[config.mk]
export PLATFORM = sky130hd
export DESIGN_NAME = prog_clock_divider
export DESIGN_NICKNAME = d
export VERILOG_FILES = /design/src/rtl/prog_clock_divider.sv
export SDC_FILE = /design/constraint.sdc
export NUM_CORES = 1
export LEC_CHECK = 0
export BUFFER_PORTS_ARGS = -buffer_cell sky130_fd_sc_hd__buf_4
export CAP_MARGIN = 20
export CORE_MARGIN = 3
export CORE_UTILIZATION = 30
export CTS_CLUSTER_SIZE = 14
export DETAILED_ROUTE_END_ITERATION = 16
export PLACE_DENSITY = 0.46
export SETUP_SLACK_MARGIN = 0.2
export SLEW_MARGIN = 25
export SYNTH_ARGS = -nofsm -noshare
export SYNTH_HDL_FRONTEND = slang
export SYNTH_SLANG_ARGS = --single-unit
[constraint.sdc]
create_clock -name clk -period 1.69 [get_ports clk]
set_input_delay 0.338 -clock clk [delete_from_list [all_inputs] [get_ports clk]]
set_output_delay 0.338 -clock clk [all_outputs]
set_load 0.02 [all_outputs]
[src/rtl/prog_clock_divider.sv]
// Multi-channel programmable clock divider.
// Each channel has a period/high-time config and registered outputs.
module prog_clock_divider #(
    parameter int CHANNELS = 4,
    parameter int WIDTH    = 8,
    localparam int SEL_W   = (CHANNELS > 1) ? $clog2(CHANNELS) : 1
) (
    input  logic                clk,
    input  logic                reset,
    input  logic [CHANNELS-1:0] en,
    input  logic                sync,
    input  logic                load,
    input  logic [SEL_W-1:0]    load_ch,
    input  logic [WIDTH-1:0]    load_div,
    input  logic [WIDTH-1:0]    load_hi,
    output logic [CHANNELS-1:0] clk_out,
    output logic [CHANNELS-1:0] tick
);

    for (genvar i = 0; i < CHANNELS; i++) begin : g_ch
        localparam logic [WIDTH-1:0] DIV_RST =
            WIDTH'((32'd1 << (i + 1)) - 32'd1);
        localparam logic [WIDTH-1:0] HI_RST =
            WIDTH'(32'd1 << i);

        logic [WIDTH-1:0] div_q;
        logic [WIDTH-1:0] hi_q;
        logic [WIDTH-1:0] cnt_q;
        logic             out_q;
        logic             tick_q;
        logic             hit;

        assign hit = load && (load_ch == SEL_W'(i));

        // Config write, in-phase restart, or one step of the period counter
        always_ff @(posedge clk) begin
            if (reset) begin
                div_q  <= DIV_RST;
                hi_q   <= HI_RST;
                cnt_q  <= '0;
                out_q  <= 1'b0;
                tick_q <= 1'b0;
            end else begin
                if (hit) begin
                    div_q <= load_div;
                    hi_q  <= load_hi;
                end
                if (hit || sync) begin
                    cnt_q  <= '0;
                    out_q  <= 1'b0;
                    tick_q <= 1'b0;
                end else if (en[i]) begin
                    cnt_q  <= (cnt_q == div_q) ? '0 : cnt_q + WIDTH'(1);
                    out_q  <= (cnt_q < hi_q);
                    tick_q <= (cnt_q == '0);
                end else begin
                    out_q  <= 1'b0;
                    tick_q <= 1'b0;
                end
            end
        end

        assign clk_out[i] = out_q;
        assign tick[i]    = tick_q;
    end

endmodule

# Yosys cells after proc, flatten, opt, wreduce, memory -nomap -nowiden
# Cells that the tools add are included.
# W data, S select, Z words.
# classes
mux,4
reduce_logical,21
bitwise,4
order_cmp,4
eq_ne,7
add_sub_neg,4
# ops
cell,n
$add A8 B1 Y8 const B,4
$eq A8 B8 Y1,4
$logic_not A8 Y1,4
$lt A8 B8 Y1,4
$mux W8,4
$reduce_or A3 Y1,4
$reduce_or A2 Y1,4
$eq A2 B2 Y1 const B,2
$logic_and A1 B1 Y1,4
$logic_or A1 B1 Y1,4
$not A1 Y1,4
$eq A2 B1 Y1 const B,1
$logic_not A2 Y1,1
# totals
elab_cells,64
output_inout_bits,8
input_bits,26
ff_bits,104

# Logic depth before layout (Yosys ltp)
# Gate-level depths: netlist (run 1).
# logic_depth
ltp_word,4
ltp_mapped,6
ltp_nobuf,6

# Least setup slack after synthesis (run 1)
# Ideal clock, no wire load.
# synth_path
kind,register to register
from,register g_ch[3].cnt_q[5]
to,register g_ch[3].out_q
slack_ns,0.271
t_arrival_ns,1.353
stages_incl_launch_ff,6
n_path_buf,0
setup_time_ns,0.066
period_less_slack_ns,1.419
required_ns,1.624
cell_sequence,dfxtp_1 ha_1 a21o_1 a21o_1 a211o_1 a21oi_2
# synth_between
elab_chain_cells,1
# synth_lines
item,line,text
start: declaration,28,logic [WIDTH-1:0] cnt_q;
start signal: assignment,53,cnt_q <= (cnt_q == div_q) ? '0 : cnt_q + WIDTH'(1);
$lt A8 B8 Y1,54,out_q <= (cnt_q < hi_q);
end signal: assignment,54,
end: declaration,29,logic out_q;
# No other way between the ends.
# A chain may end at the register's enable or synchronous reset.

# Final worst setup path (run 1)
# layout_path
from,register g_ch[1].hi_q[5]
to,register g_ch[1].out_q
# layout_between
elab_chain_cells,1
# layout_lines
item,line,text
start: declaration,27,logic [WIDTH-1:0] hi_q;
start signal: assignment,46,hi_q <= load_hi;
$lt A8 B8 Y1,54,
end signal: assignment,54,
end: declaration,29,
# No other way between the ends.

==> reports/qor.yml, run 1 <==
hold_path:
  hold-path-endpoint: "g_ch[0].hi_q[0]"
  worstHoldPathType: "primary input to flop"
  hold_depth: 3
  hold_start: "load_hi[0]"
clock_network:
  clk_path_buf_depth: 2
  numClockSinks: 104
  clock-root-buffer: "clkbuf_16"
  htree_levels: 3
  clock_latency_ns: 0.35
  numCtsBuffers: 9
  hold_buffers: 0
  clk_pin_slew_worst_paths_ns: 0.07
  cts_tree: "yes"
placement:
  portBuffers: 33
  hpwl_mm: 9.627
  routabilityCongestion: 0.7435
detailed_routing:
  finalWirelength_mm: 13.14
  detail_route.wl_per_cell_microns: 14.97
  vias_per_cell: 4.696
  drc: 0
  drt_iter0_markers: 222
  drtPass1Iterations: 5
  ant_nets: 0
  vias: 4123
setup_path:
  cp_slowest_cell: "dfxtp_1"
  cp_max_fo: 2
  crit_buf_inv: 1
  cp.arrival_ns: 1.76
  r2r_start: "g_ch[1].hi_q[5]"
  worst_ep_required_time_ns: 1.99
  endpoint_kind: "flop"
  worst-r2r-cell-count: 6
  worst-setup-path-type: "flop to flop"
  timing.critical_path.mode_cell: "a21o_1"
  max_stage_delay_ns: 0.33
  r2r_slack_ns: 0.23
  timing.rr.end: "g_ch[1].out_q"
  path_cells: "inv_1 > ha_1 > a21o_1 > a21o_1 > a211oi_2 > o21a_1"
  crit_path_start_kind: "flop"
  cp_top_family: "compound AO/OA/AOI/OAI gates"
pwr:
  power_density_nw_per_um2: 855.0
  ir_drop_uv: 548.3
  cellLeakagePower_uw: 0.002340
global_route:
  grt_max_degree: 25
  antenna_found_initial: 0
  grt-ovfl-total: 0
  grt_pass1_wl_mm: 21.29
  grt_pass1_vias: 4042
  grt_usage_pct: 14.10
final_layout:
  antennaDiodeCount: 0
  nNetsFinal: 717
  drive_above_1_share_pct: 14.44
  syn2layout_area_growth_pct: 15.82
synth:
  ys_warn_count: 0
  synth-seq-cells: 104
  async_flop_share_pct: 0
  yosys-top-cells-count: "nand2_1 (149), dfxtp_1 (104), nor2_1 (53)"
  synth.avg_cell_area_sq_um: 8.326
  yosysTopAreaCellShare_pct: 39.82
  ys_seq_area_share_pct: 39.82
  netlist_instances: 628
  synth_cell_types: 36
  syn_nets: 690
  synth_ff_type: "dfxtp_1"
  synth_edf_count: 0
  ys_top_cells_by_area: "dfxtp_1 (40%), nand2_1 (11%), ha_1 (8.6%)"
  netlist_area_sq_um: 5229
  yosysTopAreaCell: "dfxtp_1"
  synth.most_common_cell: "nand2_1"
sta:
  fin_hold_ws_ns: 0.2446
  tns_ns: 0
  fin_crit_sh_pct: 86.31
  fin_worst_skew_ns: 0.005915
  rsz0062_at_grt: "yes"
  worst_pin_slew_ns: 0.4272
  slew_headroom_pct: 71.30
  hold_violations: 0
  fmax_ghz: 0.6856
  layout_min_cycle_time_ns: 1.459
  drv_slew: 0
  setup-violations-final: 0
floorplanning:
  core_area_sq_um: 16820
  die_h_microns: 138.0
  die_w_microns: 138.0
  rows: 47
  io_pins: 34
  floorplan.initialDensity_pct: 31.09
  dieArea_sq_um: 19050
job:
  maxCapViolCount: 0
run_status:
  status: "finished, final reports clean"
final cells by class:
class                           count  area [sq um]
Clock buffer                       11         242.7
Clock inverter                      3         43.79
Fill cell                        1784         10760
Inverter                           36         135.1
Multi-Input combinational cell    448          2813
Sequential cell                   104          2101
Tap cell                          220         275.3
Timing Repair Buffer               56         445.4
repair_timing:
action | in CTS | in global routing
resized for setup | 4 | 14
setup buffers | 0 | 3
endpoints found under the setup margin | 4 | 24
hold endpoints to repair | 0 | 0
pin swaps | 0 | 5
worst max path at each step:
stage | start | endpoint | slack [ns] | cells past startpoint
final | g_ch[1].hi_q[5] | g_ch[1].out_q | 0.23 | 6
after global routing | g_ch[1].hi_q[5] | g_ch[1].out_q | 0.15 | 6
after CTS | g_ch[0].hi_q[5] | g_ch[0].out_q | 0.21 | 6
after detailed placement | g_ch[3].cnt_q[5] | g_ch[3].out_q | 0.17 | 5
after global placement | g_ch[1].cnt_q[5] | g_ch[1].out_q | 0.20 | 5
after floorplan | g_ch[3].cnt_q[5] | g_ch[3].out_q | 0.27 | 5
metrics by stage:
step | total power, uW | cells | setup WS, ns | area (sq um) | utilization, %
CTS | 5246 | 875 | 0.2121 | 5961 | 35.44
global placement | 3125 | 861 | 0.2006 | 5669 | 33.71
detailed placement | 3133 | 861 | 0.1688 | 5669 | 33.71
finish | 5178 | 878 | 0.2314 | 6056 | 36.01
floorplan | 2947 | 628 | 0.2714 | 5229 | -
global route | 5425 | 878 | 0.1460 | 6056 | 36.01
report_power, final:
group | switching (uW) | internal (uW)
combinational | 292 | 225
sequential | 48.1 | 2520
clock | 921 | 1170
total | 1260 | 3920
layer usage:
layer / global-route usage, % / vias to the layer above / part of all wire, %
li1: - / 2099 / -
met1: 17.71 / 1956 / 47
met3: 3.591 / 21 / 3.0
met2: 23.51 / 47 / 48
met4: 4.992 / 0 / 2.5
met5: 0 / - / 0
sequential cells by signal, summed over array words and instances, names as in the netlist:
register     cells
g_ch.out_q       4
g_ch.div_q      32
g_ch.cnt_q      32
g_ch.tick_q      4
g_ch.hi_q       32
tightest hold or removal path, cell delays in order:
cell,delay [ns]
buf_4,0.12
nand2_1,0.05
nand3b_1,0.07
placed cells by master (no fill, tap or decap), types with 3 or more instances in the layout:
cell | netlist | layout
nand2_1 | 149 | 149
dfxtp_1 | 104 | 93
buf_4 | 11 | 54
nor2_1 | 53 | 53
a21oi_1 | 52 | 51
xnor2_1 | 48 | 48
inv_1 | 36 | 36
ha_1 | 36 | 33
nand4_1 | 17 | 17
nand3b_1 | 13 | 13
xor2_1 | 12 | 12
a21o_1 | 12 | 12
nor3_1 | 9 | 9
clkbuf_16 | 0 | 9
dfxtp_2 | 0 | 9
nand3_1 | 8 | 8
a211o_1 | 8 | 8
mux2i_1 | 4 | 4
nand2b_1 | 4 | 4
nor4b_1 | 4 | 4
ha_4 | 0 | 3
logic make-up (layout without fill, tap and decap cells):
kind of cell | Yosys count | in the layout | share of synthesized area (%)
AO/OA/AOI/OAI | 82 | 82 | 10.31
XOR/XNOR | 60 | 60 | 10.05
adder cells (fa/ha/maj) | 36 | 36 | 8.614
buffers and inverters | 76 | 106 | 7.274
flip-flops | 104 | 104 | 39.82
multiplexers | 4 | 4 | 0.7658
AND/OR/NAND/NOR | 266 | 266 | 23.16
Note: power is estimated with default switching activity, not from simulation.
==> run 2: changes to the inputs <==
CORE_UTILIZATION = 60   (was 30)
PLACE_DENSITY = 0.8   (was 0.46)
==> reports/qor.yml, run 2 (synthesized netlist as in run 1, its figures left out) <==
sta:
  rsz0062_at_grt: "yes"
  drv_slew: 0
  hold_violations: 0
  tns_ns: 0
  slew_headroom_pct: 63.24
  worst_pin_slew_ns: 0.5498
  fmax_ghz: 0.6821
  fin_worst_skew_ns: 0.01398
  layout_min_cycle_time_ns: 1.466
  fin_crit_sh_pct: 86.75
  setup-violations-final: 0
placement:
  portBuffers: 33
  routabilityCongestion: 0.8353
  hpwl_mm: 8.471
  place_area_sq_um: 5460
setup_path:
  crit_start: "g_ch[3].hi_q[5]"
  r2r_slack_ns: 0.22
  cp.arrival_ns: 1.77
  path_cells: "inv_1 > ha_1 > a21o_1 > a21o_1 > a211o_1 > a21oi_2"
  worst_ep_required_time_ns: 2.00
  cp_max_fo: 2
  crit_path_start_kind: "flop"
  crit_end: "g_ch[3].out_q"
  timing.critical_path.mode_cell: "a21o_1"
  crit_buf_inv: 1
  worst-r2r-cell-count: 6
  timing.rr.end: "g_ch[3].out_q"
  max_stage_delay_ns: 0.33
  cp_slowest_cell: "dfxtp_2"
  cp.depth: 6
  worst-setup-path-type: "flop to flop"
  endpoint_kind: "flop"
  r2r_start: "g_ch[3].hi_q[5]"
  cp_top_family: "compound AO/OA/AOI/OAI gates"
final_layout:
  nNetsFinal: 709
  drive_above_1_share_pct: 13.65
  design_area_sq_um: 5718
  reg_top3: "g_ch.cnt_q x32, g_ch.div_q x32, g_ch.hi_q x32"
  nFillCells: 693
  seq_area_sq_um: 2102
  multiInputGateArea_sq_um: 2800
  syn2layout_area_growth_pct: 9.356
  postLayoutCoreUtil_pct: 68.56
  mostFrequentLayoutCells: "nand2_1 (149), dfxtp_1 (90), nor2_1 (53), a21oi_1 (51)"
  antennaDiodeCount: 0
  final_common_cell: "nand2_1"
global_route:
  grt_pass1_wl_mm: 19.20
  grt_usage_pct: 24.41
  antenna_found_initial: 0
  grt_max_degree: 24
  grt-ovfl-total: 0
  grt_pass1_vias: 3971
floorplanning:
  core_area_sq_um: 8341
  io_pins: 34
  die_w_microns: 99.35
  rows: 33
  die_h_microns: 99.35
  floorplan.initialDensity_pct: 62.69
  dieArea_sq_um: 9870
detailed_routing:
  drc: 0
  vias: 4133
  vias_per_cell: 5.460
  ant_nets: 0
  drt_iter0_markers: 179
  drtPass1Iterations: 4
  detail_route.wl_per_cell_microns: 15.26
  finalWirelength_mm: 11.55
pwr:
  intPower_uw: 3421
  ir_drop_uv: 475.5
  sw_frac_of_total_pct: 25.22
  power_density_nw_per_um2: 800.0
  comb_power_share_pct: 10.6
  seq_power_share_pct: 56.1
  p_clk_share_pct: 33.2
  switching_power_uw: 1154
  cellLeakagePower_uw: 0.002238
job:
  maxCapViolCount: 0
clock_network:
  clock-root-buffer: "clkbuf_8"
  numClockSinks: 104
  numCtsBuffers: 9
  htree_levels: 3
  clock_latency_ns: 0.36
  clk_path_buf_depth: 2
  clk_pin_slew_worst_paths_ns: 0.09
  cts_tree: "yes"
  hold_buffers: 0
hold_path:
  hold_depth: 3
  worstHoldPathType: "primary input to flop"
run_status:
  status: "finished, final reports clean"
==> run 2: cell count changes in the layout (fill, tap and decap cells not counted), moves of 2 or more <==
cell | previous run | this run
clkinvlp_4 | 0 | 2
clkbuf_1 | 1 | 3
buf_4 | 54 | 48
clkbuf_8 | 1 | 9
dfxtp_1 | 93 | 90
buf_12 | 2 | 0
dfxtp_2 | 9 | 13
clkbuf_16 | 9 | 0
==> run 2: worst min path at each step <==
stage               startpoint  slack, ns          endpoint
4_1_cts            load_div[1]       0.22  g_ch[3].div_q[1]
2_1_floorplan  g_ch[0].hi_q[1]       0.44   g_ch[0].hi_q[1]
3_3_place_gp   g_ch[3].hi_q[6]       0.44   g_ch[3].hi_q[6]
6_report           load_div[1]       0.24  g_ch[3].div_q[1]
3_5_place_dp   g_ch[1].hi_q[2]       0.45   g_ch[1].hi_q[2]
5_1_grt            load_div[1]       0.23  g_ch[2].div_q[1]
==> run 2: through the flow <==
stage / total power (uW) / hold slack [ns] / setup WS (ns) / std cells
floorplan: 2947 / 0.4363 / 0.2714 / 628
global placement: 3084 / 0.4447 / 0.2137 / 739
detailed placement: 3104 / 0.4511 / 0.1305 / 739
CTS: 4608 / 0.2225 / 0.1991 / 755
global route: 4759 / 0.2283 / 0.1616 / 757
finish: 4575 / 0.2386 / 0.2239 / 757
==> run 2: per-layer routing <==
metal | global-route usage (%) | vias up | wire [microns] | share of wire [%]
li1 | - | 2082 | - | -
met1 | 31.13 | 1940 | 5162 | 45
met2 | 41.17 | 90 | 5629 | 49
met3 | 4.769 | 21 | 493 | 4.3
met4 | 8.718 | 0 | 264 | 2.3
met5 | 0 | - | 0 | 0
==> run 2: timing repair <==
item | CTS | global route
pin swaps | 0 | 5
buffers inserted | 0 | 2
gates resized for setup | 7 | 12
endpoints found under the setup margin | 4 | 13
==> run 2: layout make-up <==
class | instances | area share, %
clock buffers | 12 | 2.363
inverters | 36 | 2.363
repair buffers | 48 | 6.302
multi-input cells | 448 | 48.97
flip-flops and latches | 104 | 36.76
clock inverters | 4 | 0.9409
well taps | 105 | 2.298
==> run 2: power groups by stage <==
stage / sequential [uW] / clock (uW) / combinational [uW]
6_report: 2570 / 1520 / 486
5_1_grt: 2580 / 1640 / 541
4_1_cts: 2570 / 1560 / 482
3_5_place_dp: 2630 / 0 / 477
3_3_place_gp: 2620 / 0 / 460
2_1_floorplan: 2610 / 0 / 337
==> run 2: tightest hold or removal path, cell delays in order <==
cell and delay (ns):
buf_4 0.12, nand2_1 0.05, nand3b_1 0.07
